## config.mk

```make
export PLATFORM = sky130hd
export DESIGN_NAME = act_lut_loader
export DESIGN_NICKNAME = d
export VERILOG_FILES = /design/src/rtl/act_lut_loader.sv
export SDC_FILE = /design/constraint.sdc
export NUM_CORES = 1
export LEC_CHECK = 0
export CAP_MARGIN = 20
export CELL_PAD_IN_SITES_DETAIL_PLACEMENT = 0
export CELL_PAD_IN_SITES_GLOBAL_PLACEMENT = 1
export CORE_ASPECT_RATIO = 0.5
export CORE_MARGIN = 2
export CORE_UTILIZATION = 44
export CTS_CLUSTER_SIZE = 14
export DETAILED_ROUTE_END_ITERATION = 8
export GPL_TIMING_DRIVEN = 0
export HOLD_SLACK_MARGIN = 0.08
export PLACE_DENSITY_LB_ADDON = 0.05
export SLEW_MARGIN = 20
export SYNTH_ARGS = -nofsm -noshare
export SYNTH_HDL_FRONTEND = slang
export SYNTH_SLANG_ARGS = --single-unit
export TNS_END_PERCENT = 20
```

## constraint.sdc

```tcl
create_clock -name clk -period 2 [get_ports clk]
set_input_delay 0.4 -clock clk [delete_from_list [all_inputs] [get_ports clk]]
set_output_delay 0.4 -clock clk [all_outputs]
set_load 0.01 [all_outputs]
```

## src/rtl/act_lut_loader.sv

```systemverilog
// Activation LUT loader: streams N_ENTRIES signed bytes into a LUT, then
// verifies a trailing 8-bit checksum and an optional non-decreasing order.
module act_lut_loader #(
  parameter int N_ENTRIES  = 16,
  parameter int MONO_CHECK = 1
) (
  input  logic       clk,
  input  logic       rst,
  input  logic       start,
  input  logic       abort,
  input  logic       in_valid,
  output logic       in_ready,
  input  logic [7:0] in_data,
  output logic       lut_we,
  output logic [3:0] lut_addr,
  output logic [7:0] lut_wdata,
  output logic       busy,
  output logic       done,
  output logic       error
);

  typedef enum logic [1:0] {
    IDLE   = 2'd0,
    LOAD   = 2'd1,
    CHECK  = 2'd2,
    FINISH = 2'd3
  } state_t;

  state_t     state_q;
  logic [3:0] cnt_q;
  logic [7:0] sum_q;
  logic [7:0] prev_q;
  logic [7:0] csum_q;
  logic       mono_fail_q;
  logic       lut_we_q;
  logic [3:0] lut_addr_q;
  logic [7:0] lut_wdata_q;
  logic       busy_q;
  logic       done_q;
  logic       error_q;

  logic       accept;
  logic [7:0] sum_d;
  logic       mono_viol;
  logic       last_entry;
  logic       csum_ok;

  // Abort masks ready combinationally so a byte offered on the abort edge is never taken.
  assign in_ready   = busy_q & ~abort;
  assign accept     = in_valid & in_ready;
  assign sum_d      = sum_q + in_data;
  assign mono_viol  = (MONO_CHECK != 0) && (cnt_q != 4'd0) &&
                      ($signed(in_data) < $signed(prev_q));
  assign last_entry = (cnt_q == 4'(N_ENTRIES - 1));
  assign csum_ok    = (csum_q == sum_q) && !mono_fail_q;

  assign lut_we    = lut_we_q;
  assign lut_addr  = lut_addr_q;
  assign lut_wdata = lut_wdata_q;
  assign busy      = busy_q;
  assign done      = done_q;
  assign error     = error_q;

  // Load sequencer with registered LUT write port and sticky status.
  always_ff @(posedge clk or posedge rst) begin
    if (rst) begin
      state_q     <= IDLE;
      cnt_q       <= 4'd0;
      sum_q       <= 8'd0;
      prev_q      <= 8'd0;
      csum_q      <= 8'd0;
      mono_fail_q <= 1'b0;
      lut_we_q    <= 1'b0;
      lut_addr_q  <= 4'd0;
      lut_wdata_q <= 8'd0;
      busy_q      <= 1'b0;
      done_q      <= 1'b0;
      error_q     <= 1'b0;
    end else begin
      lut_we_q <= 1'b0;
      case (state_q)
        IDLE: begin
          if (start) begin
            state_q     <= LOAD;
            busy_q      <= 1'b1;
            cnt_q       <= 4'd0;
            sum_q       <= 8'd0;
            prev_q      <= 8'd0;
            mono_fail_q <= 1'b0;
            done_q      <= 1'b0;
            error_q     <= 1'b0;
          end
        end
        LOAD: begin
          if (abort) begin
            state_q <= IDLE;
            busy_q  <= 1'b0;
            done_q  <= 1'b0;
            error_q <= 1'b0;
          end else if (accept) begin
            lut_we_q    <= 1'b1;
            lut_addr_q  <= cnt_q;
            lut_wdata_q <= in_data;
            sum_q       <= sum_d;
            prev_q      <= in_data;
            if (mono_viol) begin
              mono_fail_q <= 1'b1;
            end
            // Counter parks on the last index so it can never address past the table.
            if (last_entry) begin
              state_q <= CHECK;
            end else begin
              cnt_q <= cnt_q + 4'd1;
            end
          end
        end
        CHECK: begin
          if (abort) begin
            state_q <= IDLE;
            busy_q  <= 1'b0;
            done_q  <= 1'b0;
            error_q <= 1'b0;
          end else if (accept) begin
            csum_q  <= in_data;
            state_q <= FINISH;
            busy_q  <= 1'b0;
          end
        end
        FINISH: begin
          done_q  <= csum_ok;
          error_q <= ~csum_ok;
          state_q <= IDLE;
        end
        default: begin
          state_q <= IDLE;
          busy_q  <= 1'b0;
        end
      endcase
    end
  end

endmodule

```

==> reports/metrics.cfg, run 1 <==
[final_layout]
diodes=0
num-fill-cells=526
synthToLayoutAreaGrowth_pct=21.1
finalNetCount=340
final_area_um2=3200
drive_above_1_share_pct=13.4

[die]
die-area_um2=6690
start_util_pct=46.9
die_w_um=114
die_height_um=58.8
coreArea_um2=5630
io_pins=30
rows=19

[routing]
dr_total_vias=2012
vias_per_cell=5.31
drt-pass1-iter-count=4
postRouteAntennaNets=0
post_drt_wl_per_cell_um=15.8
routed_wl_um=6000
drc=0
drt_iter0_markers=105

[clock_tree]
clock_sinks=47
cts_tree=yes
cts.htree.levels=2
clock-root-buffer=clkbuf_16
clockBufferDepth=2
clk_pin_slew_worst_paths_ps=60
cts_buffers=5
clk_latency_ps=280
post-cts-setup-buffer-count=0

[worst_setup_path]
crit_start=in_data[1]
timing.rr.start=sum_q[1]
critPathKind=primary input to flip-flop
cpPeakStageDelay_ps=390
crit_arrival_ps=2140
critPathLaunchType=primary input
cp_max_fo=6
cp_top_family=compound AO/OA/AOI/OAI gates
crit_chain=dlygate4sd2_1 > ha_1 > a211oi_1 > o21ai_0 > o211ai_1 > mux2i_1 > o211ai_1
crit_slowest_cell=dlygate4sd2_1
crit_buf_inv=1
crit_top_cell=o211ai_1
cp.required_ps=2160
worstSetupEndpointType=flip-flop

[sta]
fin_ws_ps=19.8
fin_crit_sh_pct=99.0
skew_ps=6.94
rsz0062_at_grt=true
finalSetupViolCount=0
hold_viol=0
slew_violations=0
max-slew-margin-rel_pct=56.3
fmax_mhz=505
fin_crit_ps=1980
worstMarginPinSlew_ps=654

[placed_design]
dpl.hpwl_um=4610
port_buffers=29
dpl-instance-area_um2=3050
gp_congestion=0.798
place_ws_ps=-525

[pwr]
p_leak_nw=1.52
p_per_area_nw_per_um2=1450
irDropWorstVdd_v=0.000494

[synth]
ys_warn_count=0
synth_nets=303
ys_ff_latch=47
seq_area_frac_synth_pct=44.5
ys_types=43
synth_cells=269
postSynthAreaPerCell_um2=9.83
syn_area_um2=2650

[global_route]
antenna_found_initial=0
grt.overflow.total=0
grt_max_degree=35
grtUsageTotal_pct=20.0
grt_pass1_wl_um=10000
grt_pass1_vias=2042

[outcome]
status=finished, final reports clean

[worst_hold_path]
hold_class=primary input to async pin

[run]
maxCapViolCount=0

[flip-flops by register name (all words and copies together), names as in the netlist]
name and flops:
csum_q 8, busy 1, state_q 2, done 1, prev_q 8, lut_wdata 8
cnt_q 4, sum_q 8, mono_fail_q 1, error 1, lut_addr 4, lut_we 1
[stage by stage]
step                      std cells  hold slack [ps]  total power, mW  setup TNS (ps)  utilization [%]
after floorplan                 269              451             3.08               0                -
after global placement          371              459             3.75          -26640             53.7
after detailed placement        372              466             3.83           -4850             54.1
after CTS                       379              401             4.67               0             56.7
after global routing            379              423             5.05           -56.0             56.9
final                           379              388             4.65               0             56.9
[layout make-up]
cell class | count | area, µm² | area share (%)
clock buffers | 6 | 139 | 4.34
plain buffers | 5 | 27.5 | 0.859
multi-input cells | 200 | 1390 | 43.4
inverters | 17 | 68.8 | 2.15
repair buffers | 30 | 305 | 9.53
well taps | 73 | 91.3 | 2.85
flip-flops and latches | 47 | 1180 | 36.7
clock inverters | 1 | 5.00 | 0.156
[per-layer routing]
layer / up-vias / share of wire [%] / global-route usage [%]
li1: 994 / - / -
met1: 980 / 51 / 27.4
met2: 30 / 43 / 31.3
met3: 8 / 4.6 / 5.77
met4: 0 / 1.1 / 5.92
met5: - / 0 / 0
[worst reg2reg max path, delay by kind of cell (launching register included)]
family / cells / cell delay, ps
multiplexers: 1 / 250
adder cells (fa/ha/maj): 1 / 320
AO/OA/AOI/OAI: 4 / 790
flip-flops: 1 / 450
[power by group]
part / switching, mW / leakage, nW / internal [mW] / total (mW)
Combinational: 1.22 / 0.828 / 0.994 / 2.22
Clock: 0.336 / 0.0727 / 0.488 / 0.824
Sequential: 0.259 / 0.619 / 1.35 / 1.61
[placed cells by master, fill, tap and decap left out, drive strengths merged, types with 6 or more instances in the layout]
cell,instances
nand2,49
dfrtp,47
o21ai,24
clkdlybuf4s50,22
ha,20
nand3,19
inv,17
nor2,11
xor2,10
a21oi,10
clkbuf,9
mux2,8
dlygate4sd2,6
[cell usage after synthesis, drive strengths merged]
cell type / number / area, µm²
a2111oi: 1 / 8.76
a211oi: 2 / 15.0
a21o: 5 / 37.5
a21oi: 10 / 53.8
a31oi: 2 / 12.5
and2: 1 / 6.26
and3: 1 / 6.26
and4: 1 / 8.76
buf: 2 / 16.3
clkbuf: 3 / 11.3
dfrtp: 47 / 1180
fa: 1 / 20.0
ha: 20 / 250
inv: 17 / 68.8
mux2: 8 / 90.1
mux2i: 3 / 30.0
nand2: 49 / 184
nand2b: 2 / 12.5
nand3: 19 / 128
nand3b: 1 / 7.51
nand4: 1 / 6.26
nor2: 11 / 41.3
nor2b: 3 / 26.3
nor3: 5 / 30.0
nor3b: 4 / 30.0
nor4: 3 / 18.8
nor4bb: 1 / 10.0
o211ai: 3 / 22.5
o21ai: 24 / 154
o21bai: 2 / 15.0
o31ai: 1 / 7.51
o41ai: 1 / 8.76
xnor2: 5 / 43.8
xor2: 10 / 87.6
[worst paths after layout]
path / endpoint / slack, ps / cells after the start
max reg2reg: sum_q[7] / 70 / 6
min in group clk: lut_wdata[1] / 480 / 2
min: busy / 390 / 2
max: sum_q[7] / 20 / 7
min reg2reg: lut_wdata[1] / 480 / 2
max in group asynchronous: csum_q[0] / 1120 / 3
[kinds of logic after synthesis]
kind of cell,synth area share (%)
buf+inv,3.64
xor+xnor,4.97
fa+ha+maj,10.2
compound gates,12.7
mux,4.54
simple gates,19.5
flops,44.5
[timing repair]
item                                    CTS  global route
resized for setup                         9             4
hold buffers                              0             0
endpoints found under the setup margin    5             3
Power figures use the tool's default switching activity.
==> inputs of run 2 (changes only) <==
--- a/config.mk
+++ b/config.mk
@@ -5,6 +5,7 @@
 export SDC_FILE = /design/constraint.sdc
 export NUM_CORES = 1
 export LEC_CHECK = 0
+export ABC_CLOCK_PERIOD_IN_PS = 2000
 export CAP_MARGIN = 20
 export CELL_PAD_IN_SITES_DETAIL_PLACEMENT = 0
 export CELL_PAD_IN_SITES_GLOBAL_PLACEMENT = 1
==> results of run 2 <==
Final layout, timing and power as in run 1 (identical DEF).
